<file path="src/rtl/uart_tx_arbiter.sv">
// Round-robin arbiter sharing one UART transmitter among NUM_REQ byte producers.
// Issues a one-cycle trigger per granted byte and tracks the UART busy/complete handshake.
module uart_tx_arbiter #(
    parameter int unsigned NUM_REQ      = 4,
    parameter int unsigned BUSY_TIMEOUT = 16
) (
    input  logic                 clk_i,
    input  logic                 rst_n_i,
    input  logic [NUM_REQ-1:0]   req_valid_i,
    input  logic [8*NUM_REQ-1:0] req_data_i,
    output logic [NUM_REQ-1:0]   req_ready_o,
    output logic [NUM_REQ-1:0]   grant_o,
    output logic [7:0]           tx_data_o,
    output logic                 tx_trigger_o,
    input  logic                 tx_complete_i,
    output logic                 busy_o,
    output logic                 timeout_o
);

    localparam int unsigned PtrW = (NUM_REQ > 1) ? $clog2(NUM_REQ) : 1;
    localparam int unsigned CntW = $clog2(BUSY_TIMEOUT);
    localparam logic [PtrW-1:0] PtrInit = PtrW'(NUM_REQ - 1);
    localparam logic [CntW-1:0] CntLast = CntW'(BUSY_TIMEOUT - 1);

    typedef enum logic [1:0] {StIdle, StWaitBusy, StWaitDone} state_e;

    state_e               state_q, state_d;
    logic [PtrW-1:0]      ptr_q, ptr_d;
    logic [CntW-1:0]      cnt_q, cnt_d;
    logic [NUM_REQ-1:0]   grant_q, grant_d;
    logic [NUM_REQ-1:0]   ready_q, ready_d;
    logic [7:0]           data_q, data_d;
    logic                 trig_q, trig_d;
    logic                 busy_q, busy_d;
    logic                 tout_q, tout_d;

    logic                 win_found;
    logic [PtrW-1:0]      win_idx;
    logic [PtrW-1:0]      cand;
    logic [NUM_REQ-1:0]   win_onehot;
    logic                 accept;
    logic                 expire;

    // Search upward from the slot after the last winner, wrapping around.
    always_comb begin
        win_found = 1'b0;
        win_idx   = ptr_q;
        cand      = ptr_q;
        for (int i = 0; i < int'(NUM_REQ); i++) begin
            cand = PtrW'((int'(ptr_q) + 1 + i) % int'(NUM_REQ));
            if (!win_found && req_valid_i[cand]) begin
                win_found = 1'b1;
                win_idx   = cand;
            end
        end
    end

    assign win_onehot = {{(NUM_REQ-1){1'b0}}, 1'b1} << win_idx;
    assign accept     = (state_q == StIdle) && win_found && tx_complete_i;
    assign expire     = (state_q == StWaitBusy) && tx_complete_i && (cnt_q == CntLast);

    always_ff @(posedge clk_i or negedge rst_n_i) begin
        if (!rst_n_i) begin
            state_q <= StIdle;
            ptr_q   <= PtrInit;
            cnt_q   <= '0;
            grant_q <= '0;
            ready_q <= '0;
            data_q  <= 8'h00;
            trig_q  <= 1'b0;
            busy_q  <= 1'b0;
            tout_q  <= 1'b0;
        end else begin
            state_q <= state_d;
            ptr_q   <= ptr_d;
            cnt_q   <= cnt_d;
            grant_q <= grant_d;
            ready_q <= ready_d;
            data_q  <= data_d;
            trig_q  <= trig_d;
            busy_q  <= busy_d;
            tout_q  <= tout_d;
        end
    end

    always_comb begin
        state_d = state_q;
        ptr_d   = ptr_q;
        cnt_d   = cnt_q;
        unique case (state_q)
            StIdle: begin
                if (accept) begin
                    state_d = StWaitBusy;
                    ptr_d   = win_idx;
                    cnt_d   = '0;
                end
            end
            StWaitBusy: begin
                if (!tx_complete_i) begin
                    state_d = StWaitDone;
                    cnt_d   = '0;
                end else if (cnt_q == CntLast) begin
                    state_d = StIdle;
                    cnt_d   = '0;
                end else begin
                    cnt_d = cnt_q + 1'b1;
                end
            end
            StWaitDone: begin
                if (tx_complete_i) begin
                    state_d = StIdle;
                end
            end
            default: state_d = StIdle;
        endcase
    end

    // Next values of the registered outputs; the byte is latched only on accept.
    always_comb begin
        grant_d = grant_q;
        data_d  = data_q;
        ready_d = '0;
        trig_d  = 1'b0;
        tout_d  = 1'b0;
        if (accept) begin
            grant_d = win_onehot;
            ready_d = win_onehot;
            data_d  = req_data_i[32'(win_idx)*8 +: 8];
            trig_d  = 1'b1;
        end
        if (expire) begin
            tout_d  = 1'b1;
            grant_d = '0;
        end
        if ((state_q == StWaitDone) && tx_complete_i) begin
            grant_d = '0;
        end
        busy_d = (state_d != StIdle);
    end

    assign req_ready_o  = ready_q;
    assign grant_o      = grant_q;
    assign tx_data_o    = data_q;
    assign tx_trigger_o = trig_q;
    assign busy_o       = busy_q;
    assign timeout_o    = tout_q;

endmodule

</file>
<file path="config.mk">
export PLATFORM = sky130hd
export DESIGN_NAME = uart_tx_arbiter
export DESIGN_NICKNAME = d
export VERILOG_FILES = /design/src/rtl/uart_tx_arbiter.sv
export SDC_FILE = /design/constraint.sdc
export NUM_CORES = 1
export LEC_CHECK = 0
export BUFFER_PORTS_ARGS = -buffer_cell sky130_fd_sc_hd__buf_2
export CORE_MARGIN = 3
export CORE_UTILIZATION = 35
export DETAILED_ROUTE_END_ITERATION = 12
export GPL_TIMING_DRIVEN = 0
export PLACE_DENSITY_LB_ADDON = 0.3
export REMOVE_ABC_BUFFERS = 1
export SYNTH_ARGS = -nofsm -noshare
export SYNTH_HDL_FRONTEND = slang
export SYNTH_SLANG_ARGS = --single-unit
</file>
<file path="constraint.sdc">
create_clock -name clk_i -period 4.3 [get_ports clk_i]
set_input_delay 0.215 -clock clk_i [delete_from_list [all_inputs] [get_ports clk_i]]
set_output_delay 0.215 -clock clk_i [all_outputs]
set_load 0.01 [all_outputs]
</file>
### Yosys cells after proc, flatten, opt, wreduce, memory -nomap -nowiden

Cells that the tools add are included.

| cells by class | value |
|---|---|
| add/subtract/negate cells | 5 |
| order comparisons | 4 |
| equality and inequality tests | 4 |
| shifts and indexed selects | 2 |
| mux-type cells | 31 |
| reduce and logical (&&, ||, !) cells | 17 |

Operators by type and width:

| cell | count |
|---|---|
| $shiftx A32 B6 Y8 | 1 |
| $mux W4 | 7 |
| $mux W2 | 8 |
| $lt A2 B3 Y1 const B | 4 |
| $mux W1 | 10 |
| $bmux W1 S2 | 4 |
| $logic_and A1 B1 Y1 | 8 |
| $pmux W4 S2 | 1 |
| $add A2 B2 Y2 const B | 3 |
| $pmux W2 S3 | 1 |
| $add A4 B1 Y4 const B | 1 |
| $eq A4 B4 Y1 const B | 1 |
| $reduce_and A2 Y1 | 2 |
| $reduce_bool A2 Y1 | 2 |
| $shl A1 B2 Y4 const A | 1 |
| $logic_not A1 Y1 | 3 |
| $reduce_bool A3 Y1 | 1 |
| $add A2 B1 Y2 const B | 1 |
| $eq A2 B1 Y1 const B | 1 |
| $eq A2 B2 Y1 const B | 1 |
| $logic_not A2 Y1 | 1 |
| $ne A2 B2 Y1 const B | 1 |

| word-level totals | value |
|---|---|
| register bits | 27 |
| input port bits | 39 |
| output and inout port bits | 19 |
| word-level logic and storage cells | 72 |

### Longest topological paths before layout

| depth | value |
|---|---|
| word-level depth | 18 |
| gate-level depth with buffers | 8 |
| gate-level depth less buffers | 6 |

### Worst setup path after synthesis

No wires, ideal clock.

| timing path | value |
|---|---|
| path type | reg-to-reg |
| start | reg ptr_q[0] |
| end | reg data_q[0] (netlist: tx_data_o[0]) |
| setup time | 132 ps |
| arrival | 1429 ps |
| data required time | 4168 ps |
| slack | 2739 ps |
| cell stages (with the launch flop) | 6 |
| path buffers | 1 |
| period minus slack after synthesis | 1561 ps |
| cell sequence | dfstp_2 nor2b_1 or3b_1 a21oi_2 buf_6 a211oi_1 |

| between the ends | value |
|---|---|
| longest elaborated chain between the ends | 15 |
| elaborated cells between the ends (all ways) | 29 |
| those cells by class | add/sub: 4; shift: 1; mux: 16; reduce/logical: 8 |

Ends and longest elaborated chain:

| element | RTL line | source |
|---|---|---|
| from (decl) | 28 | `logic [PtrW-1:0] ptr_q, ptr_d;` |
| from (signal assigned) | 65 | `ptr_q <= PtrInit;` |
| from (signal assigned) | 75 | `ptr_q <= ptr_d;` |
| branches (longest 15 deep; another with $add A2 B1 Y2) | -- |  |
| to (signal assigned) | 79 | `data_q <= data_d;` |
| to (decl) | 32 | `logic [7:0] data_q, data_d;` |

Parallel ways; which one is timed is not known. The select of a mux whose other input is x is not followed.
A chain may end at the register's enable or synchronous reset.

### Worst setup path in the final report

| timing path | value |
|---|---|
| start | reg ptr_q[0] |
| end | reg data_q[6] (netlist: tx_data_o[6]) |

The elaborated chain is that of the path after synthesis.

==> results.json <==
{
  "status": "complete, no violations",
  "die_h_um": 72.37,
  "timing.hold.worst.class": "in -> reg",
  "seqPwrFrac_pct": 38.4,
  "drc_errors": 0,
  "drt-vias-per-instance": 5.033,
  "die-width_um": 72.37,
  "netSwitchingFraction_pct": 40.63,
  "cts.root.buffer_cell": "sky130_fd_sc_hd__clkbuf_8",
  "rsz0062_at_grt": "false",
  "period_share_pct": 46.42,
  "power.density_mw_per_mm2": 574.0,
  "crit_path_cell_trace": "nor2b_1 -> o21ai_1 -> and3_1 -> mux2i_1 -> a211oi_2",
  "cap_viol_max_count": 0,
  "die_area_mm2": 0.005237,
  "wire_per_inst_um": 14.32,
  "most-common-layout-cells": "sky130_fd_sc_hd__buf_2 (57), sky130_fd_sc_hd__dfrtp_1 (25), sky130_fd_sc_hd__nor2_1 (20), sky130_fd_sc_hd__and2_1 (9)",
  "grt_max_degree": 28,
  "placement.setup.worst_slack_ns": 2.250,
  "timing.final.setup_violations": 0,
  "worst-slew-pin-transition_ns": 0.7183,
  "comb_power_share_pct": 48.1,
  "critPathLaunchType": "flip-flop",
  "ioPinCount": 58,
  "fraction_of_post_synthesis_cell_area_in_the_top_cell_type_by_area_pct": 40.58,
  "detail_route.first_pass.iterations": 4,
  "clock_buffer_depth": 2,
  "layout.nets": 232,
  "timing.final.max_slew_violations": 0,
  "globalplace.congestion": 0.7846,
  "coreArea_mm2": 0.004115,
  "timing.hold.worst.start": "tx_complete_i",
  "timing.critical_path.slowest_cell_delay_ns": 0.65,
  "clock_pin_slew_of_the_registers_on_the_worst_case_setup_and_hold_paths_ns": 0.09,
  "groute.usage.overall_pct": 13.77,
  "setup_total_negative_slack_ns": 0,
  "minimum_setup_slack_among_reg_to_reg_paths_ns": 2.30,
  "synth_sequential_area_ratio_pct": 43.99,
  "antenna-diode-count": 0,
  "drt-initial-drc-count": 28,
  "synth_cell_type_count": 43,
  "gr-total-overflow": 0,
  "synth.area.top_cells": "sky130_fd_sc_hd__dfrtp_1 (41%), sky130_fd_sc_hd__a221oi_2 (5.8%), sky130_fd_sc_hd__mux2i_1 (5.2%), sky130_fd_sc_hd__a211oi_2 (4.9%), sky130_fd_sc_hd__nor2_1 (4.9%)",
  "cp.required_ns": 4.43,
  "netSwitchingPower_mw": 0.4275,
  "worstRegToRegCells": 5,
  "critical_path.reg2reg.endpoint": "tx_data_o[6]$_DFFE_PN0P_",
  "rows": 23,
  "post-dp-hpwl_um": 2535,
  "antenna_violation_net_count_after_detailed_routing": 0,
  "number_of_antenna_violations_at_the_first_check_in_global_routing": 0,
  "skew_ns": 0.003875,
  "synthCells": 137,
  "syn_area_per_cell_um2": 11.25,
  "endpoint_of_the_worst_hold_timing_path": "state_q[1]$_DFF_PN0_",
  "timing.critical_path.fanout_max": 13,
  "start_util_pct": 37.46,
  "ys_async_sr_fraction_pct": 100.0,
  "synth_area_leader_cell": "sky130_fd_sc_hd__dfrtp_1",
  "insertion_delay_ns": 0.27,
  "power_leakage_nw": 0.8862,
  "synthToLayoutAreaGrowth_pct": 18.91,
  "post_route_cells_drive_above_1_share_pct": 43.46,
  "drt-total-wl_um": 3452,
  "max_slew_margin_pct": 52.11,
  "max_freq_mhz": 501.0,
  "clock_power_share_pct": 13.5,
  "vdd_drop_max_uv": 269.5,
  "synth.yosys.warnings": 0,
  "grt_pass1_vias": 1246,
  "timing.final.hold_violations": 0,
  "synth_enable_flop_cells": 0,
  "placement.io_buffers": 57,
  "power.internal_mw": 0.6247,
  "num_vias": 1213,
  "cts_htree_levels": 1,
  "finalWorstPathRequiredPeriod_ns": 1.996,
  "critical_path.slowest_cell": "sky130_fd_sc_hd__and3_1",
  "worst_r2r_startpoint": "ptr_q[0]$_DFFE_PN1P_",
  "setup_ws_ns": 2.304,
  "synth_flop_cell": "sky130_fd_sc_hd__dfrtp_1",
  "commonest_non_fill_non_tap_cell_in_the_layout": "sky130_fd_sc_hd__buf_2",
  "tritoncts.num_buffers": 3,
  "clock_sinks": 27,
  "postSynthRegisterBits": 27,
  "arrival_ns": 2.12,
  "post_synth_instance_area_mm2": 0.001541,
  "worst-setup-path-type": "reg -> reg",
  "end_kind": "flip-flop",
  "grt_pass1_wl_um": 5651,
  "post_cts_repair_setup_buffers": 0,
  "clock_tree_from_tritoncts": "built",
  "number_of_stages_on_the_worst_hold_path": 2
}
[worst max-delay path by stage]
stage / from / to / slack, ns / cells past startpoint
after global placement: ptr_q[0]$_DFFE_PN1P_ / tx_data_o[6]$_DFFE_PN0P_ / 2.30 / 5
after CTS: ptr_q[0]$_DFFE_PN1P_ / tx_data_o[6]$_DFFE_PN0P_ / 2.24 / 5
after detailed placement: ptr_q[0]$_DFFE_PN1P_ / tx_data_o[6]$_DFFE_PN0P_ / 2.25 / 5
after floorplan: ptr_q[0]$_DFFE_PN1P_ / grant_o[0]$_DFFE_PN0P_ / 2.56 / 5
final: ptr_q[0]$_DFFE_PN1P_ / tx_data_o[6]$_DFFE_PN0P_ / 2.30 / 5
after global routing: state_q[1]$_DFF_PN0_ / grant_o[1]$_DFFE_PN0P_ / 2.14 / 4
[synthesized netlist by cell type, drive strengths merged (2+ instances only)]
cell	number
dfrtp	25
nor2	20
and2	11
a211oi	8
a221oi	8
mux2i	8
nand2	8
buf	7
nor2b	5
o21ai	5
nand3	3
a21oi	2
a22oi	2
a2bb2oi	2
dfstp	2
inv	2
nand2b	2
o21bai	2
o41ai	2
[power by group through the flow]
| stage | combinational (mW) | sequential, mW | clock [mW] |
|---|---|---|---|
| 2_1_floorplan | 0.317 | 0.435 | 0 |
| 3_3_place_gp | 0.512 | 0.405 | 0 |
| 3_5_place_dp | 0.519 | 0.409 | 0 |
| 4_1_cts | 0.521 | 0.405 | 0.151 |
| 5_1_grt | 0.560 | 0.420 | 0.160 |
| 6_report | 0.506 | 0.404 | 0.142 |
[cell families (layout without fill, tap and decap cells)]
kind of cell	Yosys count	after routing	share of synthesized area (%)
and+or+nand+nor	55	55	18.67
buffers and inverters	10	64	8.036
AOI/OAI and AO/OA	35	35	22.57
adders and majority gates	1	1	0.8116
DFF	27	27	43.99
muxes	9	9	5.925
[metal layers]
| layer | global-route usage [%] | part of all wire, % | vias up |
|---|---|---|---|
| met2 | 23.86 | 49 | 42 |
| met4 | 3.758 | 1.2 | 0 |
| met5 | 0 | 0 | - |
| met3 | 4.017 | 9.0 | 4 |
| met1 | 16.57 | 41 | 565 |
| li1 | - | - | 602 |
[what timing repair did]
item                                    CTS  global route
endpoints found under the setup margin    0             0
hold endpoints to repair                 25             0
hold buffers                              1             0
gates resized for setup                   0             0
[state kept, by name, summed over array words and instances, names as in the netlist]
register	flops
timeout_o	1
tx_data_o	8
req_ready_o	4
busy_o	1
grant_o	4
ptr_q	2
state_q	2
cnt_q	4
tx_trigger_o	1
[critical path: cells and delay by family, from the launching register on]
family,cells,cell delay [ns]
compound gates,2,0.27
flops,1,0.56
mux,1,0.32
simple gates,2,0.71
[per-stage QoR]
| step | instances | hold slack [ns] | total power [mW] | util [%] | cell area, um2 |
|---|---|---|---|---|---|
| finish | 241 | 0.1557 | 1.052 | 44.54 | 1833 |
| global route | 241 | 0.1600 | 1.140 | 44.54 | 1833 |
| detailed placement | 236 | 0.2690 | 0.9281 | 43.20 | 1778 |
| global placement | 236 | 0.2526 | 0.9177 | 43.20 | 1778 |
| floorplan | 129 | -0.08059 | 0.7529 | - | 1430 |
| CTS | 241 | 0.1482 | 1.077 | 44.54 | 1833 |
[final cells by class]
type | count | area [um2]
clock buffer | 4 | 45.04
fill | 406 | 2282
tap | 50 | 62.56
timing repair buffer | 58 | 295.3
inverter | 2 | 12.51
sequential | 27 | 678.2
multi-input combinational | 100 | 739.5
No activity file was read; power rests on OpenSTA's default activity.
